<file path="src/rtl/ws2812_pulse_decoder.sv">
// WS2812 bit decoder: times the high and low phase of every bit cell on a synchronised line
// and emits bit, frame-reset and coded error strobes, relocking on a reset gap after errors.
module ws2812_pulse_decoder #(
  parameter int CNT_W         = 13,
  parameter int T0H_MIN       = 20,
  parameter int T0H_MAX       = 55,
  parameter int T1H_MIN       = 65,
  parameter int T1H_MAX       = 100,
  parameter int TL_MIN        = 30,
  parameter int TL_MAX        = 100,
  parameter int TRESET_CYCLES = 5000
) (
  input  logic       i_clk,
  input  logic       i_reset_n,
  input  logic       i_din,
  output logic       o_bit_value,
  output logic       o_bit_valid,
  output logic       o_treset,
  output logic       o_error,
  output logic [1:0] o_error_code,
  output logic       o_synced
);

  localparam logic [CNT_W-1:0] CNT_MAX    = '1;
  localparam logic [CNT_W-1:0] T0H_MIN_C  = CNT_W'(T0H_MIN);
  localparam logic [CNT_W-1:0] T0H_MAX_C  = CNT_W'(T0H_MAX);
  localparam logic [CNT_W-1:0] T1H_MIN_C  = CNT_W'(T1H_MIN);
  localparam logic [CNT_W-1:0] T1H_MAX_C  = CNT_W'(T1H_MAX);
  localparam logic [CNT_W-1:0] T1H_OVER_C = CNT_W'(T1H_MAX + 1);
  localparam logic [CNT_W-1:0] TL_MIN_C   = CNT_W'(TL_MIN);
  localparam logic [CNT_W-1:0] TL_MAX_C   = CNT_W'(TL_MAX);
  localparam logic [CNT_W-1:0] TRESET_C   = CNT_W'(TRESET_CYCLES);

  localparam logic [1:0] ERR_HIGH_RANGE = 2'd1;
  localparam logic [1:0] ERR_AMBIGUOUS  = 2'd2;
  localparam logic [1:0] ERR_LOW_RANGE  = 2'd3;

  if (!(T0H_MIN <= T0H_MAX && T0H_MAX < T1H_MIN && T1H_MIN <= T1H_MAX &&
        TL_MIN <= TL_MAX && TL_MAX < TRESET_CYCLES &&
        T1H_MAX + 1 < (1 << CNT_W) && TRESET_CYCLES < (1 << CNT_W))) begin : g_bad_params
    $error("ws2812_pulse_decoder: illegal timing parameters");
  end

  typedef enum logic [1:0] {S_SYNC, S_IDLE, S_HIGH, S_LOW} state_t;

  state_t           state_q, state_d;
  logic [CNT_W-1:0] cnt_q, cnt_d, cnt_inc;
  logic             din_q, din_d;
  logic             pending_q, pending_d;
  logic             bit_value_q, bit_value_d;
  logic             bit_valid_q, bit_valid_d;
  logic             treset_q, treset_d;
  logic             error_q, error_d;
  logic [1:0]       error_code_q, error_code_d;
  logic             synced_q, synced_d;
  logic             rise, fall;

  always_comb begin
    state_d      = state_q;
    din_d        = i_din;
    pending_d    = pending_q;
    bit_value_d  = bit_value_q;
    bit_valid_d  = 1'b0;
    treset_d     = 1'b0;
    error_d      = 1'b0;
    error_code_d = error_code_q;
    rise         = i_din & ~din_q;
    fall         = ~i_din & din_q;
    cnt_inc      = (cnt_q == CNT_MAX) ? cnt_q : cnt_q + 1'b1;
    cnt_d        = (rise | fall) ? CNT_W'(1) : cnt_inc;

    case (state_q)
      // Hunting for a reset gap: only an unbroken low stretch counts.
      S_SYNC: begin
        cnt_d = i_din ? '0 : cnt_inc;
        if (!i_din && cnt_inc == TRESET_C) state_d = S_IDLE;
      end
      S_IDLE: begin
        cnt_d = cnt_q;
        if (rise) begin
          cnt_d   = CNT_W'(1);
          state_d = S_HIGH;
        end
      end
      S_HIGH: begin
        if (fall) begin
          if (cnt_q < T0H_MIN_C || cnt_q > T1H_MAX_C) begin
            error_d      = 1'b1;
            error_code_d = ERR_HIGH_RANGE;
            state_d      = S_SYNC;
          end else if (cnt_q <= T0H_MAX_C) begin
            pending_d = 1'b0;
            state_d   = S_LOW;
          end else if (cnt_q < T1H_MIN_C) begin
            error_d      = 1'b1;
            error_code_d = ERR_AMBIGUOUS;
            state_d      = S_SYNC;
          end else begin
            pending_d = 1'b1;
            state_d   = S_LOW;
          end
        end else if (cnt_d == T1H_OVER_C) begin
          error_d      = 1'b1;
          error_code_d = ERR_HIGH_RANGE;
          state_d      = S_SYNC;
        end
      end
      // The pending bit is only released once the low phase proves the cell was legal.
      S_LOW: begin
        if (rise) begin
          if (cnt_q >= TL_MIN_C && cnt_q <= TL_MAX_C) begin
            bit_valid_d = 1'b1;
            bit_value_d = pending_q;
            state_d     = S_HIGH;
          end else begin
            error_d      = 1'b1;
            error_code_d = ERR_LOW_RANGE;
            state_d      = S_SYNC;
          end
        end else if (cnt_d == TRESET_C) begin
          bit_valid_d = 1'b1;
          bit_value_d = pending_q;
          treset_d    = 1'b1;
          state_d     = S_IDLE;
        end
      end
      default: state_d = S_SYNC;
    endcase

    synced_d = (state_d != S_SYNC);
  end

  always_ff @(posedge i_clk or negedge i_reset_n) begin
    if (!i_reset_n) begin
      state_q      <= S_SYNC;
      cnt_q        <= '0;
      din_q        <= 1'b0;
      pending_q    <= 1'b0;
      bit_value_q  <= 1'b0;
      bit_valid_q  <= 1'b0;
      treset_q     <= 1'b0;
      error_q      <= 1'b0;
      error_code_q <= 2'd0;
      synced_q     <= 1'b0;
    end else begin
      state_q      <= state_d;
      cnt_q        <= cnt_d;
      din_q        <= din_d;
      pending_q    <= pending_d;
      bit_value_q  <= bit_value_d;
      bit_valid_q  <= bit_valid_d;
      treset_q     <= treset_d;
      error_q      <= error_d;
      error_code_q <= error_code_d;
      synced_q     <= synced_d;
    end
  end

  assign o_bit_value  = bit_value_q;
  assign o_bit_valid  = bit_valid_q;
  assign o_treset     = treset_q;
  assign o_error      = error_q;
  assign o_error_code = error_code_q;
  assign o_synced     = synced_q;

endmodule
</file>
<file path="config.mk">
export PLATFORM = sky130hd
export DESIGN_NAME = ws2812_pulse_decoder
export DESIGN_NICKNAME = d
export VERILOG_FILES = /design/src/rtl/ws2812_pulse_decoder.sv
export SDC_FILE = /design/constraint.sdc
export NUM_CORES = 1
export LEC_CHECK = 0
export CAP_MARGIN = 20
export CORE_ASPECT_RATIO = 0.6
export CORE_MARGIN = 2
export CORE_UTILIZATION = 45
export DETAILED_ROUTE_END_ITERATION = 8
export GPL_ROUTABILITY_DRIVEN = 1
export GPL_TIMING_DRIVEN = 0
export PLACE_DENSITY = 0.65
export SYNTH_ARGS = -nofsm -noshare
export SYNTH_HDL_FRONTEND = slang
export SYNTH_SLANG_ARGS = --single-unit
</file>
<file path="constraint.sdc">
create_clock -name i_clk -period 2.8 [get_ports i_clk]
set_input_delay 0.28 -clock i_clk [delete_from_list [all_inputs] [get_ports i_clk]]
set_output_delay 0.28 -clock i_clk [all_outputs]
set_load 0.005 [all_outputs]
</file>
**Word-level counts from Yosys, hierarchy flattened**

Index checks and enable logic that the tools add are counted.

- Shifts and indexed selects: 0
- $mul: 0
- Bitwise operators: 6
- Equal/unequal tests: 15
- Multiplexer cells: 43
- Div/mod/pow operators: 0
- $lt $le $gt $ge: 6
- Reductions and logical operators: 11
- Add/sub/neg operators: 1

Operator list:

| cell | number |
|---|---|
| $mux W13 | 4 |
| $eq A13 B13 Y1 const B | 3 |
| $mux W2 | 17 |
| $pmux W13 S2 | 1 |
| $mux W1 | 18 |
| $add A13 B1 Y13 const B | 1 |
| $eq A13 B7 Y1 const B | 1 |
| $ge A13 B5 Y1 const B | 1 |
| $gt A13 B7 Y1 const B | 1 |
| $le A13 B6 Y1 const B | 1 |
| $le A13 B7 Y1 const B | 1 |
| $lt A13 B5 Y1 const B | 1 |
| $lt A13 B7 Y1 const B | 1 |
| $ne A2 B2 Y1 const B | 4 |
| $ne A4 B4 Y1 const B | 2 |
| $pmux W2 S4 | 1 |
| $reduce_and A6 Y1 | 1 |
| $reduce_bool A2 Y1 | 3 |
| $eq A2 B2 Y1 const B | 2 |
| $pmux W2 S2 | 1 |
| $reduce_and A4 Y1 | 1 |
| $ne A3 B3 Y1 const B | 1 |
| $not A1 Y1 | 3 |
| $reduce_and A3 Y1 | 1 |
| 9 further kinds | 11 |

- RAM bits: 0
- Memories kept: 0
- Latch bits: 0
- Bits in registers: 24
- Word-level logic and storage cells: 92
- Bits in read-only memories: 0
- Output and inout port bits: 7

**Depth between registers and ports, before layout**

Gate-level depths: netlist of the first run.

- Depth after elaboration: 9
- Depth in mapped cells: 10

**Worst setup path before layout of the first run**

OpenSTA, ideal clock, no wires.

- Path type: register to register
- Start: reg cnt_q[1]
- End: reg error_code_q[1], in the netlist o_error_code[1]
- Required time: 2675 ps
- Stages on the path, launching flop included: 10
- Setup time: 125 ps
- Path slack: 135 ps
- Data arrival time: 2540 ps
- Cells stage by stage: dfrtp_1 -> ha_1 -> and3_4 -> buf_6 -> nand3_1 -> a221o_1 -> or4b_4 -> nor3_1 -> o21ai_1 -> mux2_4

- Word-level cells in the longest chain between the ends: 6
- Elaborated cells on any way between the ends: 21
- Classes of those cells: 1 x add/sub; 6 x order compare; 6 x eq/ne; 5 x mux; 3 x reduce/logical

Ends and longest elaborated chain:

| what | line | RTL |
|---|---|---|
| from (decl) | 47 | `logic [CNT_W-1:0] cnt_q, cnt_d, cnt_inc;` |
| from (signal assigned) | 147 | `cnt_q <= cnt_d;` |
| $add A13 B1 Y13 or $eq A13 B13 Y1 (tied branches) | 69 | `cnt_inc = (cnt_q == CNT_MAX) ? cnt_q : cnt_q + 1'b1;` |
| $mux W13 | 69 |  |
| $mux W13 | 70 | `cnt_d = (rise \| fall) ? CNT_W'(1) : cnt_inc;` |
| $eq A13 B7 Y1 | 102 | `end else if (cnt_d == T1H_OVER_C) begin` |
| $ne A3 B3 Y1 (no line) | n/a |  |
| $reduce_and A6 Y1 (no line) | n/a |  |
| to (signal assigned) | 154 | `error_code_q <= error_code_d;` |
| to (decl) | 54 | `logic [1:0] error_code_q, error_code_d;` |

Several ways; a longest one is shown, not always the timed one.
A chain may end at the register's enable or synchronous reset.

**Final worst setup path of the first run**

- Start: reg cnt_q[0]
- End: reg synced_q, in the netlist o_synced

- Word-level cells in the longest chain between the ends: 8
- Elaborated cells on any way between the ends: 27
- Classes of those cells: 1 x add/sub; 6 x order compare; 4 x eq/ne; 12 x mux; 4 x reduce/logical

Ends and longest elaborated chain:

| what | line | RTL |
|---|---|---|
| $add A13 B1 Y13 or $eq A13 B13 Y1 (tied branches) | 69 |  |
| $mux W13 | 69 |  |
| $mux W13 | 70 |  |
| $eq A13 B13 Y1 or $eq A13 B7 Y1 (tied branches) | 120, 102 |  |
| $mux W2, on equally long branches | 120, 102 |  |
| $mux W2, on equally long branches | 110, 86 |  |
| $pmux W2 S4 * | 72 | `case (state_q)` |
| named net state_d[0] | 46 | `state_t state_q, state_d;` |
| $reduce_bool A2 Y1 * | 130 | `synced_d = (state_d != S_SYNC);` |
| named net synced_d | 55 | `logic synced_q, synced_d;` |
| to (signal assigned) | 155 | `synced_q <= synced_d;` |
| to (decl) | 55 |  |

Mark *: on every way through the listed nets, which the timed path passes. The rest lies on a longest branch.

==> results of run 1 <==
-- power groups by stage --
stage          clock network, mW  registers (mW)  logic, mW
2_1_floorplan                  0           0.424      0.234
3_3_place_gp                   0           0.429      0.344
3_5_place_dp                   0           0.434      0.348
4_1_cts                    0.320           0.425      0.397
5_1_grt                    0.332           0.429      0.523
6_report                   0.311           0.423      0.475
-- kinds of logic (layout without fill, tap and decap cells) --
logic type / after synthesis / count (layout)
AO/OA/AOI/OAI: 60 / 60
XOR/XNOR: 2 / 2
adder cells (fa/ha/maj): 3 / 3
buffers and inverters: 21 / 43
flip-flops: 24 / 24
multiplexers: 5 / 5
AND/OR/NAND/NOR: 90 / 90
-- path summary, 6_finish.rpt --
check	start	to	slack [ns]	cells after the start
max in group asynchronous	i_reset_n	o_error_code[0]	1.93	2
worst max register to register	cnt_q[0]	o_synced	0.06	9
worst max-delay path	cnt_q[0]	o_synced	0.06	9
worst min register to register	o_bit_value	o_bit_value	0.51	1
worst min-delay path	i_din	din_q	0.28	1
min in group asynchronous	i_reset_n	cnt_q[4]	0.37	1
-- what timing repair did --
| action | CTS | global route |
|---|---|---|
| pin swaps | 0 | 9 |
| resized for setup | 7 | 14 |
| setup endpoints to repair | 7 | 6 |
| buffers inserted | 1 | 7 |
-- routing by layer --
| metal | vias up | wire, um |
|---|---|---|
| li1 | 818 | - |
| met5 | - | 0 |
| met4 | 0 | 64 |
| met3 | 7 | 449 |
| met1 | 828 | 2505 |
| met2 | 86 | 2121 |
-- placed cells by master (no fill, tap or decap), types with 3 or more instances in the layout --
cell and instances:
sky130_fd_sc_hd__clkdlybuf4s50_1 8, sky130_fd_sc_hd__inv_1 6, sky130_fd_sc_hd__clkbuf_8 3, sky130_fd_sc_hd__and3_1 3, sky130_fd_sc_hd__nand3_1 9, sky130_fd_sc_hd__dfrtp_1 22, sky130_fd_sc_hd__a31oi_1 5, sky130_fd_sc_hd__nor2_1 15
sky130_fd_sc_hd__a21oi_1 11, sky130_fd_sc_hd__buf_4 8, sky130_fd_sc_hd__clkbuf_1 6, sky130_fd_sc_hd__buf_6 4, sky130_fd_sc_hd__o21ai_0 14, sky130_fd_sc_hd__buf_2 3, sky130_fd_sc_hd__nand2_1 27, sky130_fd_sc_hd__o31ai_1 4
sky130_fd_sc_hd__nor3_1 3, sky130_fd_sc_hd__nand4_1 7, sky130_fd_sc_hd__o31a_1 3
-- through the flow --
step           instances  utilization [%]
2_1_floorplan        205                -
3_3_place_gp         261            51.28
3_5_place_dp         261            51.28
4_1_cts              266            54.19
5_1_grt              274            58.11
6_report             274            58.11
-- layout make-up --
class,instances,area share (%)
multi-input cells,160,52.88
flip-flops and latches,24,28.04
repair buffers,18,7.795
plain buffers,15,4.188
well taps,47,2.734
clock buffers,3,1.920
clock inverters,1,1.396
inverters,6,1.047
==> impl_metrics.csv, run 1 <==
group,metric,value,unit
run_status,run_status,"finished clean",
synth,synthTopCellsByCount,"sky130_fd_sc_hd__nand2_1 (27), sky130_fd_sc_hd__dfrtp_1 (24), sky130_fd_sc_hd__nor2_1 (15), sky130_fd_sc_hd__o21ai_0 (14), sky130_fd_sc_hd__a21oi_1 (11)",
global_routing,grt_most_used_layer,"met1",
final_layout,fillers,345,
synth,synth.largest_area_cell,"sky130_fd_sc_hd__dfrtp_1",
setup_path,cp_data_arrival_time,2.96,ns
final_layout,largest_register_ffs,13,
timing,timing_max_transition_violations_final,0,
synth,synth_mux_area_share,3.362,%
cts,cts_hold_repair.buffers,0,
final_layout,design.final.nets,234,
timing,final.min_clock_period,2.736,ns
timing,tightest_slew,0.7457,ns
power_and_ir_drop,comb_power_share,39.3,%
place,hpwl_dp,3663,um
final_layout,area.growth.synth_to_final,22.96,%
global_routing,met2_usage_grt,32.94,%
min_path,timing.hold.worst.class,"in2reg",
timing,final_min_period_over_clock_period,97.71,%
final_layout,seq_area,603.1,um2
detailed_routing,route.vias.total,1739,
global_routing,grt_max_degree,25,
run,count_of_maximum_capacitance_violations,0,
global_routing,first_pass_grt_wire_length,8038,um
synth,synth-compound-area-share,24.96,%
timing,totalNegativeSetupSlack,0,ns
final_layout,largest-register,"cnt_q",
cts,htree_levels,1,
detailed_routing,post_detailed_route_count_of_antenna_violating_nets,0,
synth,post_synth_and_or_nand_nor_area_fraction,27.75,%
place,number_of_buffers_inserted_by_port_buffering,9,
timing,fin_worst_skew,0.006394,ns
timing,grt_setup_unrepaired,"true",
synth,postSynthNetCount,211,
setup_path,critical_path.top_delay_family,"simple AND/OR/NAND/NOR gates",
timing,fmaxAchievable,0.3655,GHz
synth,synth_edf_count,0,
setup_path,crit_chain,"ha_4, and3_4, and4_4, buf_6, o41ai_4, o211ai_1, or4b_4, a22oi_2, or2_1",
power_and_ir_drop,power-per-cell-area,562.4,nW/um2
synth,synthDominantCellAreaShare,34.33,%
setup_path,worst-path-buf-inv,1,
power_and_ir_drop,design_power_total,1.210,mW
die,die_w,84.49,um
cts,clk_pin_slew,0.09,ns
synth,synth_area,1749,um2
detailed_routing,post-route-drc-count,0,
synth,yosys_warnings,0,
die,chipHeight,52.30,um
cts,clock_tree_from_tritoncts,"built",
die,num_io_pins,10,
final_layout,postLayoutCellArea,2151,um2
global_routing,antenna_found_initial,0,
power_and_ir_drop,p_sw,409.9,uW
cts,worstSkewPairLatency,0.28,ns
timing,final-setup-viol-count,0,
place,place_ws,-0.2624,ns
power_and_ir_drop,total_leakage_power,0.8522,nW
die,fp.dieArea,4418,um2
synth,ys_ff_latch,24,
setup_path,req_time_crit_path,3.02,ns
setup_path,critical_path.slowest_cell,"sky130_fd_sc_hd__or4b_4",
setup_path,critPathKind,"reg2reg",
timing,finalWorstSetupSlack,0.06410,ns
power_and_ir_drop,share_seq_of_total_power,35.0,%
power_and_ir_drop,power_frac_clock,25.7,%
synth,post_synth.cell_area_avg,8.533,um2
synth,postSynth.asyncResetShare,100.0,%
detailed_routing,vias_per_cell,6.347,
die,placement_rows,17,
cts,cts_max_path_buffers,2,
detailed_routing,drt_first_pass_iters,5,
cts,clock_tree.root_cell,"sky130_fd_sc_hd__clkbuf_8",
power_and_ir_drop,switching_share,33.89,%
synth,yosys.area_share.xor_xnor,1.001,%
cts,cts_inserted_buffers,3,
global_routing,global_route.usage.met1,36.57,%
setup_path,timing.critical_path.slowest_cell_delay,0.60,ns
power_and_ir_drop,peak_supply_drop,0.3468,mV
power_and_ir_drop,internal_power,799.8,uW
global_routing,grt_usage,24.18,%
synth,library_cell_with_the_highest_instance_count_after_synthesis,"sky130_fd_sc_hd__nand2_1",
cts,tritoncts_sink_count,24,
global_routing,grt_pass1_vias,1559,
setup_path,critPathLaunchType,"register",
die,floorplan.initialDensity,47.26,%
die,placeableCoreArea,3701,um2
timing,finalHoldWorstSlack,0.2776,ns
place,placed_cell_area,1898,um2
synth,synth-adder-area-share,2.146,%
synth,synth_sequential_area_ratio,34.33,%
global_routing,grt_overflow,0,
synth,synth.area.top_cells,"sky130_fd_sc_hd__dfrtp_1 (34%), sky130_fd_sc_hd__nand2_1 (5.8%), sky130_fd_sc_hd__o21ai_0 (4.0%)",
global_routing,met3_track_demand_over_resource,6.929,%
place,gp_congestion,0.9564,
synth,synth_ff_type,"sky130_fd_sc_hd__dfrtp_1",
setup_path,critical_path.endpoint_type,"register",
detailed_routing,drt_first_iter_violations,147,
final_layout,multi_input_area,1137,um2
synth,netlist_instances,205,
timing,finalHoldViolCount,0,
final_layout,antenna_cells_inserted,0,
timing,maxSlewHeadroom,49.86,%
detailed_routing,final_routed_wire_length_divided_by_cell_count,18.76,um
synth,synth_cell_type_count,59,
setup_path,timing.critical_path.fanout_max,10,
detailed_routing,route.final.wire_length,5141,um
synth,combinational_family_with_the_most_area_after_synthesis,"simple AND/OR/NAND/NOR gates",
final_layout,post_route_cells_drive_above_1_share,19.82,%
(Power assumes the default switching activity.)
==> inputs of run 2 (changes only) <==
--- a/config.mk
+++ b/config.mk
@@ -8,11 +8,12 @@
 export CAP_MARGIN = 20
 export CORE_ASPECT_RATIO = 0.6
 export CORE_MARGIN = 2
-export CORE_UTILIZATION = 45
+export CORE_UTILIZATION = 53
+export CTS_CLUSTER_DIAMETER = 100
 export DETAILED_ROUTE_END_ITERATION = 8
 export GPL_ROUTABILITY_DRIVEN = 1
 export GPL_TIMING_DRIVEN = 0
-export PLACE_DENSITY = 0.65
+export PLACE_DENSITY = 0.75
 export SYNTH_ARGS = -nofsm -noshare
 export SYNTH_HDL_FRONTEND = slang
 export SYNTH_SLANG_ARGS = --single-unit
==> run 2 against run 1 <==
  * Core utilization rose by 6.2 points
  * Sequential cell count did not move
  * Die area down 14%
  * Wire length decreased by 9.6%
  * Largest cell class unchanged
==> impl_metrics.csv, run 2 (synthesized netlist as in run 1, its figures left out) <==
group,metric,value,unit
timing,fmaxAchievable,0.3682,GHz
final_layout,post_route_cells_drive_above_1_share,17.19,%
cts,clk_pin_slew,0.09,ns
detailed_routing,drt_first_iter_violations,199,
die,placeableCoreArea,3203,um2
setup_path,critical_path.top_delay_family,"simple AND/OR/NAND/NOR gates",
die,floorplan.initialDensity,54.61,%
timing,tightest_slew,0.7245,ns
final_layout,most-common-layout-cells,"sky130_fd_sc_hd__nand2_1 (27), sky130_fd_sc_hd__dfrtp_1 (22), sky130_fd_sc_hd__nor2_1 (14), sky130_fd_sc_hd__o21ai_0 (14), sky130_fd_sc_hd__a21oi_1 (11)",
setup_path,critical_path.endpoint_type,"register",
power_and_ir_drop,comb_power_share,38.5,%
place,number_of_buffers_inserted_by_port_buffering,9,
min_path,hold_path.startpoint,"i_din",
detailed_routing,route.final.wire_length,4647,um
setup_path,worst-path-buf-inv,1,
timing,final_min_period_over_clock_period,96.99,%
global_routing,grt_pass1_vias,1457,
final_layout,mostFrequentLayoutCell,"sky130_fd_sc_hd__nand2_1",
power_and_ir_drop,internal_power,706.4,uW
setup_path,critPathKind,"reg2reg",
detailed_routing,final_routed_wire_length_divided_by_cell_count,17.47,um
die,chipHeight,48.50,um
cts,clock_tree_from_tritoncts,"built",
min_path,timing.hold.worst.class,"in2reg",
timing,finalHoldWorstSlack,0.2719,ns
power_and_ir_drop,total_leakage_power,0.8061,nW
timing,maxSlewHeadroom,51.29,%
detailed_routing,route.vias.total,1742,
final_layout,area.growth.synth_to_final,17.81,%
timing,fin_worst_skew,0.003964,ns
setup_path,worstReg2RegStart,"cnt_q[0]",
die,die_w,78.17,um
final_layout,fillers,264,
final_layout,design.final.nets,228,
final_layout,postLayoutCellArea,2061,um2
global_routing,grt_max_degree,25,
cts,worstSkewPairLatency,0.27,ns
place,placed_cell_area,1896,um2
cts,tritoncts_sink_count,24,
setup_path,critPathLaunchType,"register",
setup_path,critical_path.slowest_cell,"sky130_fd_sc_hd__or4b_4",
timing,totalNegativeSetupSlack,0,ns
timing,finalHoldViolCount,0,
cts,clock_tree.root_cell,"sky130_fd_sc_hd__clkbuf_8",
setup_path,timing.critical_path.slowest_cell_delay,0.55,ns
global_routing,first_pass_grt_wire_length,7555,um
detailed_routing,post_detailed_route_count_of_antenna_violating_nets,0,
final_layout,layout_cells_excl_fill,266,
power_and_ir_drop,p_sw,381.2,uW
setup_path,cp_data_arrival_time,2.87,ns
power_and_ir_drop,share_seq_of_total_power,39.1,%
cts,htree_levels,1,
place,post-place-cells,259,
timing,timing_max_transition_violations_final,0,
timing,final-setup-viol-count,0,
setup_path,crit_chain,"ha_4, and3_4, buf_6, nand3_1, a221o_1, or4b_4, nor4_2, o22ai_1, or2_1",
die,fp.dieArea,3791,um2
detailed_routing,vias_per_cell,6.549,
power_and_ir_drop,switching_share,35.05,%
die,placement_rows,16,
place,gp_congestion,0.8998,
cts,cts_max_path_buffers,2,
power_and_ir_drop,power-per-cell-area,527.8,nW/um2
cts,cts_inserted_buffers,3,
detailed_routing,drt_first_pass_iters,5,
global_routing,antenna_found_initial,0,
setup_path,timing.critical_path.fanout_max,10,
final_layout,antenna_cells_inserted,0,
final_layout,largest-register,"cnt_q",
cts,cts_hold_repair.buffers,0,
run_status,run_status,"finished clean",
place,hpwl_dp,3383,um
detailed_routing,post-route-drc-count,0,
final_layout,largest_register_ffs,13,
power_and_ir_drop,peak_supply_drop,0.3955,mV
run,count_of_maximum_capacitance_violations,0,
setup_path,req_time_crit_path,2.96,ns
die,num_io_pins,10,
power_and_ir_drop,power_frac_clock,22.4,%
global_routing,grt_usage,25.48,%
setup_path,critical_path.startpoint,"cnt_q[0]",
timing,final.min_clock_period,2.716,ns
global_routing,grt_overflow,0,
==> run 2: cell count changes in the layout (fill, tap and decap cells not counted), sizes merged <==
| cell | delta |
|---|---|
| buf | -6 |
| bufinv | -1 |
| clkbuf | +1 |
==> run 2: metrics by stage <==
step	setup slack, ns	util (%)	power, mW
finish	0.08424	64.34	1.088
global route	-0.009719	64.34	1.153
CTS	0.01498	61.52	1.035
detailed placement	-0.3100	59.18	0.7721
global placement	-0.2892	59.18	0.7706
floorplan	0.1346	-	0.6580
==> run 2: worst paths after layout <==
kind | cells past startpoint | endpoint | slack (ns)
hold / removal | 1 | din_q | 0.27
max in group asynchronous | 2 | cnt_q[5] | 1.95
hold reg to reg | 1 | o_bit_value | 0.50
setup reg to reg | 9 | o_synced | 0.08
min in group asynchronous | 1 | state_q[1] | 0.37
setup / recovery | 9 | o_synced | 0.08
==> run 2: per-layer routing <==
metal | vias to the layer above | share of wire [%] | GRT usage [%]
li1 | 806 | - | -
met1 | 819 | 47 | 42.02
met2 | 110 | 39 | 32.47
met3 | 7 | 12 | 8.022
met4 | 0 | 0.90 | 3.216
met5 | - | 0 | 0
==> run 2: cell type report <==
type	count	area (um2)	share of cell area, %
multi-input combinational	160	1110	53.86
inverter	6	22.52	1.093
timing repair buffer	12	122.6	5.950
buffer	15	91.34	4.432
clock buffer	4	55.05	2.672
tap	45	56.30	2.732
sequential	24	603.1	29.27
==> run 2: repair_timing <==
item                                    4_1_cts  5_1_grt
setup buffers                                 0        2
endpoints found under the setup margin        6        4
pin swaps                                     0        5
gates resized for setup                       5       13
==> run 2: power by group through the flow <==
stage	registers (mW)	clock network, mW	logic (mW)
detailed placement	0.432	0	0.340
global placement	0.429	0	0.342
floorplan	0.424	0	0.234
CTS	0.434	0.245	0.356
global route	0.429	0.263	0.461
finish	0.425	0.243	0.419
==> inputs of run 3 (changes only) <==
--- a/config.mk
+++ b/config.mk
@@ -6,13 +6,14 @@
 export NUM_CORES = 1
 export LEC_CHECK = 0
 export CAP_MARGIN = 20
-export CORE_ASPECT_RATIO = 0.6
+export CORE_ASPECT_RATIO = 1.1
 export CORE_MARGIN = 2
 export CORE_UTILIZATION = 53
 export CTS_CLUSTER_DIAMETER = 100
 export DETAILED_ROUTE_END_ITERATION = 8
 export GPL_ROUTABILITY_DRIVEN = 1
 export GPL_TIMING_DRIVEN = 0
+export MAX_ROUTING_LAYER = met4
 export PLACE_DENSITY = 0.75
 export SYNTH_ARGS = -nofsm -noshare
 export SYNTH_HDL_FRONTEND = slang
==> run 3 against run 2 <==
  * Sequential share of layout area increased by 0.31 points
  * Sequential power about the same
  * Via count increased by 0.34%
  * Largest power group is now combinational logic
  * Maximum frequency decreased by 4.1%
  * Die area decreased by 0.38%
  * Sequential cell count unchanged
  * Critical path depth increased by 1
  * The flow now finishes with violations (negative setup slack)
  * Hold slack improved by 0.050 ns
  * First-iteration DRC count decreased by 39%
  * Core utilization increased by 1.4 points
==> impl_metrics.csv, run 3 (synthesized netlist as in run 1, its figures left out) <==
group,metric,value,unit
run_status,run_status,"finished with violations",
run_status,violations,"negative setup slack",
detailed_routing,drt_first_pass_iters,4,
power_and_ir_drop,peak_supply_drop,0.3502,mV
timing,finalWorstSetupSlack,-0.03079,ns
global_routing,first_pass_grt_wire_length,7700,um
run,count_of_maximum_capacitance_violations,0,
detailed_routing,route.final.wire_length,4652,um
min_path,timing.hold.worst.class,"in2async",
final_layout,most-common-layout-cells,"sky130_fd_sc_hd__nand2_1 (27), sky130_fd_sc_hd__dfrtp_1 (22), sky130_fd_sc_hd__nor2_1 (15)",
global_routing,grt_usage,26.66,%
detailed_routing,drt_first_iter_violations,122,
cts,clk_pin_slew,0.14,ns
global_routing,antenna_found_initial,0,
final_layout,post_route_cells_drive_above_1_share,16.96,%
cts,clock_tree.root_cell,"sky130_fd_sc_hd__clkbuf_4",
final_layout,mostFrequentLayoutCell,"sky130_fd_sc_hd__nand2_1",
timing,maxSlewHeadroom,57.89,%
final_layout,postLayoutCoreUtil,65.78,%
cts,clock_tree_from_tritoncts,"built",
timing,finalHoldWorstSlack,0.3215,ns
cts,worstSkewPairLatency,0.33,ns
timing,fmaxAchievable,0.3533,GHz
timing,timing_max_transition_violations_final,0,
die,num_io_pins,10,
setup_path,critPathKind,"reg2reg",
power_and_ir_drop,power-per-cell-area,516.7,nW/um2
timing,final_min_period_over_clock_period,101.1,%
setup_path,reg2reg_setup_slack,-0.03,ns
power_and_ir_drop,design_power_total,1.054,mW
setup_path,timing.critical_path.fanout_max,9,
timing,totalNegativeSetupSlack,-0.03079,ns
power_and_ir_drop,total_leakage_power,0.8031,nW
place,gp_congestion,0.9918,
place,post-place-cells,248,
cts,cts_inserted_buffers,3,
global_routing,grt_max_degree,25,
setup_path,critPathLaunchType,"register",
final_layout,largest-register,"cnt_q",
timing,tightest_slew,0.6263,ns
final_layout,area.growth.synth_to_final,16.60,%
final_layout,layout_cells_excl_fill,258,
cts,cts_max_path_buffers,2,
cts,tritoncts_sink_count,24,
global_routing,grt_pass1_vias,1656,
place,hpwl_dp,3275,um
timing,finalHoldViolCount,0,
global_routing,grt_overflow,0,
place,placed_cell_area,1882,um2
setup_path,worstReg2RegStart,"cnt_q[1]",
final_layout,antenna_cells_inserted,0,
timing,fin_worst_skew,0.003394,ns
place,place_ws,-0.2541,ns
setup_path,cp_data_arrival_time,3.06,ns
die,die_w,58.78,um
detailed_routing,vias_per_cell,6.775,
detailed_routing,post-route-drc-count,0,
place,number_of_buffers_inserted_by_port_buffering,9,
timing,final.min_clock_period,2.831,ns
timing,final-setup-viol-count,1,
final_layout,postLayoutCellArea,2039,um2
die,placement_rows,21,
final_layout,largest_register_ffs,13,
detailed_routing,route.vias.total,1748,
die,chipHeight,64.26,um
timing,grt_setup_unrepaired,"true",
detailed_routing,post_detailed_route_count_of_antenna_violating_nets,0,
die,floorplan.initialDensity,56.42,%
setup_path,r2r.worst_path.cells,10,
cts,htree_levels,1,
die,placeableCoreArea,3100,um2
setup_path,timing.rr.end,"o_synced",
setup_path,critical_path.endpoint_type,"register",
detailed_routing,final_routed_wire_length_divided_by_cell_count,18.03,um
final_layout,design.final.nets,231,
setup_path,req_time_crit_path,3.03,ns
die,fp.dieArea,3777,um2
[run 3: cell count changes in the layout (fill, tap and decap cells not counted), sizes merged]
cell	change
buf	+3
dlymetal6s2s	-1
clkdlybuf4s50	+1
[run 3: layout make-up]
cell class,count,area (um2)
Multi-Input combinational cell,160,1102
Fill cell,269,1061
Sequential cell,24,603.1
Timing Repair Buffer,15,142.6
Buffer,15,90.09
Tap cell,34,42.54
Clock buffer,4,36.28
Inverter,6,22.52
[run 3: worst max path at each step]
stage / slack [ns] / depth (start not counted) / end / start
after floorplan: 0.13 / 9 / o_error_code[1] / cnt_q[1]
after global placement: -0.19 / 9 / o_error_code[1] / i_din
after detailed placement: -0.25 / 9 / o_error_code[1] / i_din
after CTS: 0.02 / 9 / o_bit_value / cnt_q[1]
after global routing: -0.26 / 10 / o_synced / cnt_q[1]
final: -0.03 / 10 / o_synced / cnt_q[1]
[run 3: per-layer routing]
layer / global-route usage [%] / vias to the layer above / wire length, um
met4: 13.35 / 0 / 191
met3: 4.453 / 28 / 266
met1: 31.27 / 822 / 1931
met5: - / - / 0
li1: - / 814 / -
met2: 43.33 / 84 / 2263
[run 3: where the power goes]
part           internal [mW]  switching (mW)
Sequential             0.390          0.0386
Clock                 0.0797           0.113
Combinational          0.200           0.233
Total                  0.669           0.384
[run 3: what timing repair did]
| item | in CTS | in global routing |
|---|---|---|
| cloned | 0 | 0 |
| setup buffers | 1 | 4 |
| endpoints found under the setup margin | 4 | 7 |
| hold buffers | 0 | 0 |
| pin swaps | 0 | 1 |
| resized for setup | 4 | 9 |
[run 3: worst max-delay path, cell delays in order, from the launching register on]
cell	delay (ns)
sky130_fd_sc_hd__dfrtp_2	0.48
sky130_fd_sc_hd__ha_4	0.19
sky130_fd_sc_hd__and3_4	0.21
sky130_fd_sc_hd__buf_6	0.14
sky130_fd_sc_hd__buf_4	0.13
sky130_fd_sc_hd__a31oi_1	0.22
sky130_fd_sc_hd__o2111ai_1	0.15
sky130_fd_sc_hd__a211o_1	0.35
sky130_fd_sc_hd__nor4_1	0.45
sky130_fd_sc_hd__o22ai_2	0.16
sky130_fd_sc_hd__or2_1	0.24
